**config.mk**
```make
export PLATFORM = sky130hd
export DESIGN_NAME = axis_packet_fifo
export DESIGN_NICKNAME = d
export VERILOG_FILES = /design/src/rtl/axis_pkg.sv /design/src/rtl/axis_fifo_ram.sv /design/src/rtl/axis_packet_fifo.sv
export SDC_FILE = /design/constraint.sdc
export NUM_CORES = 1
export LEC_CHECK = 0
export BUFFER_PORTS_ARGS = -buffer_cell sky130_fd_sc_hd__clkbuf_2
export CAP_MARGIN = 10
export CORE_UTILIZATION = 35
export CTS_CLUSTER_DIAMETER = 100
export DETAILED_ROUTE_END_ITERATION = 10
export PLACE_DENSITY = 0.5
export SKIP_LAST_GASP = 1
export SLEW_MARGIN = 30
export SYNTH_ARGS = -nofsm -noshare
export SYNTH_HDL_FRONTEND = slang
export SYNTH_SLANG_ARGS = --single-unit
```
**constraint.sdc**
```tcl
create_clock -name aclk -period 3.9 [get_ports aclk]
set_input_delay 0.195 -clock aclk [delete_from_list [all_inputs] [get_ports aclk]]
set_output_delay 0.195 -clock aclk [all_outputs]
set_load 0.1 [all_outputs]
```
**src/rtl/axis_pkg.sv**
```systemverilog
// Shared definitions for the AXI4-Stream packet FIFO: mode encodings and
// address-width derivation.
package axis_pkg;
   localparam int AXIS_MODE_CUT = 0;
   localparam int AXIS_MODE_PKT = 1;

   function automatic int axis_addr_w(input int depth);
      return $clog2(depth);
   endfunction
endpackage

```
**src/rtl/axis_fifo_ram.sv**
```systemverilog
// Simple dual-port storage: synchronous write, asynchronous read.
// Each word carries tlast in its top bit.
module axis_fifo_ram #(
   parameter int WIDTH  = 33,
   parameter int DEPTH  = 16,
   parameter int ADDR_W = 4
) (
   input  logic              clk,
   input  logic              we,
   input  logic [ADDR_W-1:0] waddr,
   input  logic [WIDTH-1:0]  wdata,
   input  logic [ADDR_W-1:0] raddr,
   output logic [WIDTH-1:0]  rdata
);
   logic [WIDTH-1:0] mem [DEPTH];

   always_ff @(posedge clk) begin
      if (we) mem[waddr] <= wdata;
   end

   assign rdata = mem[raddr];
endmodule

```
**src/rtl/axis_packet_fifo.sv**
```systemverilog
// AXI4-Stream FIFO with FWFT output, beat/packet occupancy counters and an
// optional store-and-forward mode that holds beats back until tlast is stored.
module axis_packet_fifo
   import axis_pkg::*;
#(
   parameter  int DATA_WIDTH  = 32,
   parameter  int DEPTH       = 16,
   parameter  int PACKET_MODE = AXIS_MODE_CUT,
   localparam int ADDR_W      = axis_addr_w(DEPTH)
) (
   input  logic                  aclk,
   input  logic                  aresetn,
   input  logic [DATA_WIDTH-1:0] s_axis_tdata,
   input  logic                  s_axis_tlast,
   input  logic                  s_axis_tvalid,
   output logic                  s_axis_tready,
   output logic [DATA_WIDTH-1:0] m_axis_tdata,
   output logic                  m_axis_tlast,
   output logic                  m_axis_tvalid,
   input  logic                  m_axis_tready,
   output logic [ADDR_W:0]       data_count,
   output logic [ADDR_W:0]       pkt_count
);
   localparam logic [ADDR_W:0] CNT_ONE  = 1;
   localparam logic [ADDR_W:0] CNT_FULL = {1'b1, {ADDR_W{1'b0}}};

   logic [ADDR_W:0]     wr_ptr, rd_ptr, dc_nxt, pc_nxt;
   logic [DATA_WIDTH:0] rdata;
   logic                s_rdy, rel, rel_nxt;
   logic                wr_en, rd_en, wr_last, rd_last, head_tlast, m_vld;

   axis_fifo_ram #(
      .WIDTH (DATA_WIDTH + 1),
      .DEPTH (DEPTH),
      .ADDR_W(ADDR_W)
   ) u_ram (
      .clk  (aclk),
      .we   (wr_en),
      .waddr(wr_ptr[ADDR_W-1:0]),
      .wdata({s_axis_tlast, s_axis_tdata}),
      .raddr(rd_ptr[ADDR_W-1:0]),
      .rdata(rdata)
   );

   assign head_tlast = rdata[DATA_WIDTH];
   // In packet mode a beat is only visible once a whole packet is stored, or
   // once the oversize release lets a packet bigger than the FIFO through.
   assign m_vld   = (data_count != '0) &
                    ((PACKET_MODE == AXIS_MODE_CUT) | (pkt_count != '0) | rel);
   assign wr_en   = s_axis_tvalid & s_rdy;
   assign rd_en   = m_vld & m_axis_tready;
   assign wr_last = wr_en & s_axis_tlast;
   assign rd_last = rd_en & head_tlast;

   assign s_axis_tready = s_rdy;
   assign m_axis_tvalid = m_vld;
   assign m_axis_tlast  = m_vld & head_tlast;
   assign m_axis_tdata  = m_vld ? rdata[DATA_WIDTH-1:0] : '0;

   always_comb begin
      dc_nxt  = data_count;
      pc_nxt  = pkt_count;
      rel_nxt = rel;
      if (wr_en && !rd_en)      dc_nxt = data_count + CNT_ONE;
      else if (!wr_en && rd_en) dc_nxt = data_count - CNT_ONE;
      if (wr_last && !rd_last)      pc_nxt = pkt_count + CNT_ONE;
      else if (!wr_last && rd_last) pc_nxt = pkt_count - CNT_ONE;
      if (PACKET_MODE != AXIS_MODE_PKT)                  rel_nxt = 1'b0;
      else if (rd_last)                                  rel_nxt = 1'b0;
      else if (data_count == CNT_FULL && pkt_count == '0) rel_nxt = 1'b1;
   end

   always_ff @(posedge aclk or negedge aresetn) begin
      if (!aresetn) begin
         wr_ptr     <= '0;
         rd_ptr     <= '0;
         data_count <= '0;
         pkt_count  <= '0;
         s_rdy      <= 1'b0;
         rel        <= 1'b0;
      end else begin
         if (wr_en) wr_ptr <= wr_ptr + CNT_ONE;
         if (rd_en) rd_ptr <= rd_ptr + CNT_ONE;
         data_count <= dc_nxt;
         pkt_count  <= pc_nxt;
         // Ready is judged on the next-state count so a read frees the slot.
         s_rdy      <= (dc_nxt != CNT_FULL);
         rel        <= rel_nxt;
      end
   end
endmodule

```
# == After elaboration in Yosys (flattened, before gate mapping) ==
# Memories as Yosys holds them, arrays and structs flattened.
# Index checks and enable logic that the tools add are counted.
# word_totals
mem_count,1
elab_cells,35
register_bits,21
mem_bits_rw,528
out_inout_bits,45
# mem_list
memory,depth,width,rd,rd_clocked_by_memory_dff,wr,line,source
u_ram.mem,16,33,1,0,1,axis_fifo_ram.sv:15,logic [WIDTH-1:0] mem [DEPTH];
# classes
add_sub_neg,6
bitwise_logic,5
n_mux,7
n_reduce_logical,10
n_eq_ne,1
# op_table
op,count
32-bit 2-to-1 mux,1
"5-bit by 1-bit adder with 5-bit output, second input constant",4
5-bit 2-to-1 mux,4
"5-bit by 1-bit subtractor with 5-bit output, second input constant",2
1-bit bitwise AND,5
"5-bit != test, second input constant",1
5-bit nonzero test,1
1-bit logical AND,4
1-bit logical NOT,4
1-bit 2-to-1 mux,2
2-bit nonzero test,1

# == Longest topological paths before layout ==
# Gate-level depths: netlist of the first run.
# depth
word_depth,6
ltp_mapped,15
ltp_nobuf,14

# == Hierarchy ==
# Synthesis of the first run repeated with hierarchy kept, for this count alone.
# hier_totals
hier_cells,977
area_unflattened_um2,21368.0
# by_module_without_submodules
module,instances,area_per_inst_um2,cells_per_inst
axis_fifo_ram,1,19970.4,831
axis_packet_fifo,1,1397.6,146

# == Least setup slack after synthesis of the first run ==
# OpenSTA, ideal clock, no wires.
# synth_path
kind,reg-to-output
start,register data_count[0]
end,output port m_axis_tdata[0]
stages_incl_launch_ff,8
n_path_buf,1
path_slack_ns,-0.241
t_arrival_ns,3.946
cell_sequence,dfrtp_1 > inv_1 > ha_1 > nor4b_4 > inv_2 > nand2_1 > clkbuf_1 > o22ai_1
# synth_via
elab_chain_cells,2
# synth_rtl
item,line,source
from (decl),axis_packet_fifo.sv:21,"output logic [ADDR_W:0] data_count,"
from (signal assigned),axis_packet_fifo.sv:84,data_count <= dc_nxt;
5-bit nonzero test,axis_packet_fifo.sv:48,assign m_vld = (data_count != '0) &
net m_axis_tvalid,axis_packet_fifo.sv:19,"output logic m_axis_tvalid,"
32-bit 2-to-1 mux,axis_packet_fifo.sv:58,assign m_axis_tdata = m_vld ? rdata[DATA_WIDTH-1:0] : '0;
to (decl),axis_packet_fifo.sv:17,"output logic [DATA_WIDTH-1:0] m_axis_tdata,"
# The timed path passes the listed nets, and every way through them passes these cells.

# == Worst setup path after layout of the first run ==
# layout_path
start,register data_count[0]
end,output port m_axis_tdata[28]
# layout_via
elab_chain_cells,2
# layout_rtl
item,line
5-bit nonzero test,axis_packet_fifo.sv:48
32-bit 2-to-1 mux,axis_packet_fifo.sv:58
# No other way between the ends.

==> results of run 1 <==
[cell usage in the layout, fill, tap and decap left out, drive strengths merged, types with 2 or more instances in the layout]
master / instances
mux4: 132
a21o: 4
buf: 36
edfxtp: 528
dfrtp: 19
ha: 12
nor2b: 2
o21ai: 7
nand3: 4
dlygate4sd3: 25
xnor2: 9
and2: 14
nor2: 5
nand4: 4
clkbuf: 152
nand2b: 2
nand2: 10
inv: 8
and3: 6
o22ai: 32
a21oi: 2
bufinv: 8
xor2: 4
clkinv: 25
mux2: 3
o211ai: 2
mux2i: 66
[per-stage QoR]
step                instances  hold slack (ps)
global route             1904            15.73
detailed placement       1772            196.6
floorplan                 930           -100.6
CTS                      1904           0.1840
finish                   1904            23.35
global placement         1772            201.1
[worst max path at each step]
stage                                 start                  endpoint  slack, ps  depth (start not counted)
detailed placement    rd_ptr[1]$_DFFE_PN0N_  pkt_count[4]$_DFFE_PN0P_        450                         12
finish              data_count[0]$_DFF_PN0_          m_axis_tdata[28]        390                          8
CTS                 data_count[0]$_DFF_PN0_          m_axis_tdata[27]        310                          8
global placement      rd_ptr[1]$_DFFE_PN0N_  pkt_count[4]$_DFFE_PN0P_        500                         12
floorplan           data_count[0]$_DFF_PN0_           m_axis_tdata[0]       -240                          7
global route        data_count[0]$_DFF_PN0_           m_axis_tdata[2]        240                          8
[registers in the layout (all words and copies together) (netlist names)]
| register | flops |
|---|---|
| u_ram.mem | 528 |
| data_count | 5 |
| pkt_count | 5 |
| rd_ptr | 4 |
| wr_ptr | 4 |
| s_axis_tready | 1 |
[Yosys cell counts (all sizes together)]
| master | number | area share, % |
|---|---|---|
| ha | 12 | 0.71 |
| nor4b | 1 | 0.11 |
| mux2 | 3 | 0.16 |
| mux4 | 132 | 14 |
| a21o | 4 | 0.14 |
| nand3 | 4 | 0.12 |
| xnor2 | 9 | 0.37 |
| dfrtp | 19 | 2.2 |
| nor3b | 1 | 0.036 |
| fa | 1 | 0.095 |
| a21oi | 2 | 0.047 |
| xor2 | 4 | 0.17 |
| inv | 6 | 0.11 |
| nand2b | 2 | 0.059 |
| or4b | 1 | 0.047 |
| a32oi | 1 | 0.041 |
| nor2b | 2 | 0.059 |
| o41ai | 1 | 0.041 |
| nand4 | 4 | 0.12 |
| mux2i | 66 | 3.1 |
| o211ai | 2 | 0.071 |
| o22ai | 32 | 0.95 |
| nand2 | 10 | 0.18 |
| and2 | 14 | 0.41 |
| and3 | 6 | 0.18 |
| clkbuf | 21 | 0.37 |
| edfxtp | 528 | 75 |
| nor3 | 1 | 0.024 |
| nor2 | 5 | 0.089 |
| o21a | 1 | 0.036 |
| o22a | 1 | 0.041 |
| o21ai | 7 | 0.17 |
| buf | 27 | 0.62 |
[timing repair]
| item | 4_1_cts | 5_1_grt |
|---|---|---|
| hold endpoints to repair | 337 | 0 |
| hold buffers | 25 | 0 |
| gates resized for setup | 0 | 0 |
| setup endpoints to repair | 0 | 0 |
[per-layer routing]
layer	GRT usage, %	vias up	wire (µm)
met4	3.681	2	738
li1	-	4233	-
met1	22.64	5281	21530
met5	0	-	8
met3	2.822	54	2076
met2	25.74	216	23210
[cell type report]
cell class | count | area [µm²] | share of cell area, %
inverter | 6 | 22.52 | 0.09059
timing repair buffer | 142 | 975.9 | 3.926
clock inverter | 36 | 384.1 | 1.545
clock buffer | 71 | 1562 | 6.281
sequential | 547 | 16340 | 65.74
tap | 773 | 967.2 | 3.890
multi-input combinational | 329 | 4607 | 18.53
[worst max-delay path: stages, from the launching register on]
cell and delay [ps]:
dfrtp_1 450, inv_1 120, ha_1 240, nor4b_4 150
inv_2 140, nand2b_2 360, buf_4 360, o22ai_1 360
clkbuf_2 530
[power groups by stage]
stage          Clock, mW  Sequential [mW]  Combinational (mW)
3_5_place_dp           0             7.56                8.58
4_1_cts             5.74             7.44                8.62
3_3_place_gp           0             7.53                8.58
6_report            5.62             7.42                8.45
2_1_floorplan          0             7.78                6.31
5_1_grt             5.96             7.49                8.91
[logic make-up (layout without fill, tap and decap cells)]
kind of cell	Yosys count	in the layout	share of synthesized area (%)
AO/OA/AOI/OAI	51	51	1.533
XOR/XNOR	13	13	0.5386
adder cells (fa/ha/maj)	13	13	0.8049
buffers and inverters	54	255	1.101
flip-flops	547	547	77.24
multiplexers	201	201	17.35
AND/OR/NAND/NOR	51	51	1.432
==> flow_summary.ini, run 1 <==
[outcome]
outcome = finished with violations
violations = DRC

[layout]
drive_gt1_share_pct = 32.01
diodes = 0
area_growth_pct = 17.59
final.fill_count = 5213
nets = 1133
design_area_um2 = 24860
final_util_pct = 41.89

[worst_setup_path]
rr_endpoint = pkt_count[4]$_DFFE_PN0P_
cp-end-kind = primary output
reg2regPathDepth = 12
r2r_start = rd_ptr[1]$_DFFE_PN0N_
crit_fanout = 14
criticalPathCategory = register to primary output
reg2reg_slack_ps = 500
cp-start-kind = register
required_ps = 3700
cp.arrival_ps = 3320

[floorplanning]
initial_core_util_pct = 35.62
row_count = 89
io_pins = 82
core_area_um2 = 59350
dieHeight_um = 247.8
die_w_um = 247.8
die_area_um2 = 61390

[synth]
synth_fp_nets = 980
synth-warning-count = 0
synth_cell_types = 38
netlist_area_um2 = 21140
ys_ff_latch = 547
yosysSeqAreaShare_pct = 77.24
syn_area_per_cell_um2 = 22.73
synthCells = 930

[placement]
gp_congestion = 0.6894
place_area_um2 = 22660
port_buffers = 81
preCtsSetupSlack_ps = 449.5
dp_hpwl_um = 26380

[drt]
wl_per_cell_um = 24.98
vias = 9786
drtIter0Drc = 692
antenna_left = 0
viasPerCell = 5.140
dr.pass1.iters = 10
routed_wl_um = 47570
drc = 3

[hold_path]
hold_path.class = input port to register
min_to = u_ram.mem[3][11]$_DFFE_PP_
hp-start = s_axis_tdata[11]
whs_path_depth = 1

[clocking]
cts_buffers = 57
clk_path_buf_depth = 3
cts_tree = built
cts_root_buf = clkbuf_16
cts_sinks = 547
path_clk_slew_ps = 60
cts_setup_buffers = 0
htreeDepth = 2
clock_latency_ps = 610

[grt]
grt_remaining_overflow = 0
grt_start_max_net_pins = 55
antenna_found_initial = 1
grt_pass1_wl_um = 70730
grt_pass1_vias = 10400
track_usage_pct = 15.98

[timing]
fin_skew_ps = 13.72
hold_viol_final = 0
maxSlewViolCount = 0
setup_viol_count_final = 0
fin_crit_sh_pct = 90.06
tightest_slew_ps = 857.9
worst_slack_ps = 387.5
final.min_clock_period_ps = 3512
fmax_mhz = 284.7
rsz0062_at_grt = false
setup_tns_ps = 0
slew_headroom_pct = 42.81

[pwr]
p_int_mw = 12.96
finalPower_mw = 21.50
pwr-share-clk_pct = 26.2
pwr-share-comb_pct = 39.3
p_per_area_nw_per_um2 = 864.7
sequentialPowerShare_pct = 34.5
sw_frac_of_total_pct = 39.73
switchingPower_mw = 8.541
p_leak_nw = 8.200
ir_drop_mv = 0.5980

[run]
max_cap_viol_count = 0
(Power assumes the default switching activity.)
==> inputs of run 2 (changes only) <==
Settings changed: ABC_AREA set to 1, REMOVE_ABC_BUFFERS set to 1.
==> flow_summary.ini, run 2 <==
[timing]
fin_skew_ps = 8.409
tightest_slew_ps = 836.7
setup_viol_count_final = 0
setup_tns_ps = 0
fin_crit_sh_pct = 90.95
maxSlewViolCount = 0
fmax_mhz = 281.9
final.min_clock_period_ps = 3547
hold_viol_final = 0
rsz0062_at_grt = false
slew_headroom_pct = 44.22

[grt]
grt_remaining_overflow = 0
track_usage_pct = 18.14
grt_pass1_wl_um = 86220
grt_start_max_net_pins = 165
grt_pass1_vias = 13680
antenna_found_initial = 2

[layout]
drive_gt1_share_pct = 11.81
final_util_pct = 41.75
final.fill_count = 5660
register_area_um2 = 16340
diodes = 0
multi_input_area_um2 = 5080
area_growth_pct = 17.53
nets = 1843
final_cell_mix = edfxtp_1 (528), nor2_1 (401), o21ai_0 (225)
largest_register = u_ram.mem
largest_register_ffs = 528
reg_top3 = u_ram.mem: 528 flops, data_count: 5 flops, pkt_count: 5 flops
layout_commonest_cell = edfxtp_1

[pwr]
ir_drop_mv = 0.8770
pwr-share-comb_pct = 45.0
p_per_area_nw_per_um2 = 905.6
sequentialPowerShare_pct = 31.9
switchingPower_mw = 10.43
pwr-share-clk_pct = 23.2
p_leak_nw = 8.450
sw_frac_of_total_pct = 44.64
p_int_mw = 12.94
finalPower_mw = 23.37

[hold_path]
hold_path.class = input port to register

[synth]
yosys-top-cells-count = edfxtp_1 (528), nor2_1 (417), o21ai_0 (225), o211ai_1 (130), nand3_1 (81)
synthCells = 1696
yosysMostFrequentCell = edfxtp_1
synth_top_cell_area_share_pct = 72.20
synth_ff_type = edfxtp_1
syn_area_per_cell_um2 = 12.95
ys_ff_latch = 547
netlist_area_um2 = 21960
synth_edf_count = 528
ys_async_sr_fraction_pct = 3.473
synth_cell_types = 25
ys_top_cells_by_area = edfxtp_1 (72%), nor2_1 (7.1%), o21ai_0 (5.1%)
yosysSeqAreaShare_pct = 74.37
synth_area_leader_cell = edfxtp_1
synth-warning-count = 0

[worst_setup_path]
criticalPathCategory = register to primary output
crit_chain = buf_4, o21ai_0, o211ai_1, nand3_1, a21oi_1, clkbuf_2
required_ps = 3700
cp-end-kind = primary output
critical_path.max_stage_delay_ps = 740
cp.arrival_ps = 3350
slowest_stage = buf_4
cp_num_buf_inv = 2
crit_family = buffers and inverters
crit_fanout = 74
cp-start-kind = register

[clocking]
cts_hold_buf = 31
path_clk_slew_ps = 60
cts_buffers = 58
cts_tree = built
cts_root_buf = clkbuf_16
cts_setup_buffers = 0
htreeDepth = 2
cts_sinks = 547
clock_latency_ps = 630
clk_path_buf_depth = 3
cts_resized = 0

[drt]
drtIter0Drc = 1051
wl_per_cell_um = 21.57
vias = 13770
routed_wl_um = 57710
viasPerCell = 5.148
antenna_left = 0
dr.pass1.iters = 5
drc = 0

[outcome]
outcome = complete, no violations

[floorplanning]
initial_core_util_pct = 35.52
io_pins = 82
dieHeight_um = 252.5
die_w_um = 252.5
core_area_um2 = 61830
row_count = 91
die_area_um2 = 63750

[run]
max_cap_viol_count = 0

[placement]
dp_hpwl_um = 28450
gp_congestion = 0.7664
port_buffers = 81
run 2: cell count changes in the layout (fill, tap and decap cells not counted), sizes merged, moves of 66 or more:
cell and change:
mux2i -66, mux4 -132, nand3 +77, nor2 +412, o211ai +128, o21ai +263
run 2: metal layers:
metal | track usage (%) | share of wire [%] | up-vias | wire, µm
met2 | 29.29 | 47 | 314 | 27070
met3 | 3.285 | 5.1 | 98 | 2933
met4 | 4.641 | 2.1 | 4 | 1213
li1 | - | - | 6423 | -
met1 | 25.20 | 46 | 6932 | 26470
met5 | 0 | 0.031 | - | 18
run 2: power groups by stage:
stage	Combinational, mW	Clock [mW]	Sequential (mW)
after detailed placement	10.6	0	7.57
after floorplan	6.40	0	8.30
after global routing	11.3	5.73	7.50
after CTS	10.6	5.53	7.45
after global placement	10.5	0	7.55
final	10.5	5.41	7.45
run 2: cell families after synthesis:
kind of cell	Yosys count	share of synthesized area [%]
simple gates	550	9.914
flops	547	74.37
compound gates	437	11.46
buf+inv	138	3.048
fa+ha+maj	13	0.7749
xor+xnor	11	0.4387
run 2: worst paths after layout:
path	from	to	slack, ps	depth (start not counted)
worst max-delay path	rd_ptr[1]$_DFFE_PN0N_	m_axis_tdata[15]	350	6
worst min-delay path	s_axis_tdata[31]	u_ram.mem[15][31]$_DFFE_PP_	20	1
worst max register to register	rd_ptr[1]$_DFFE_PN0N_	pkt_count[3]$_DFFE_PN0P_	880	14
worst min register to register	pkt_count[0]$_DFFE_PN0P_	pkt_count[0]$_DFFE_PN0P_	560	1
max in group asynchronous	aresetn	rd_ptr[1]$_DFFE_PN0N_	3440	2
min in group asynchronous	aresetn	wr_ptr[0]$_DFFE_PN0N_	70	2
run 2: cell type report:
| cell class | instances | area share (%) |
|---|---|---|
| Inverter | 26 | 0.3975 |
| Sequential cell | 547 | 63.31 |
| Tap cell | 837 | 4.058 |
| Clock buffer | 78 | 6.152 |
| Multi-Input combinational cell | 1011 | 19.68 |
| Clock inverter | 27 | 1.028 |
| Timing Repair Buffer | 149 | 5.371 |
run 2: stage by stage:
step	setup WS (ps)	cells	instance area [µm²]	hold slack (ps)
3_5_place_dp	890.8	2539	23650	195.5
3_3_place_gp	992.3	2539	23650	195.7
4_1_cts	306.5	2675	25810	2.387
5_1_grt	141.0	2675	25810	28.96
2_1_floorplan	-5424	1584	21390	-100.6
6_report	353.1	2675	25810	24.12
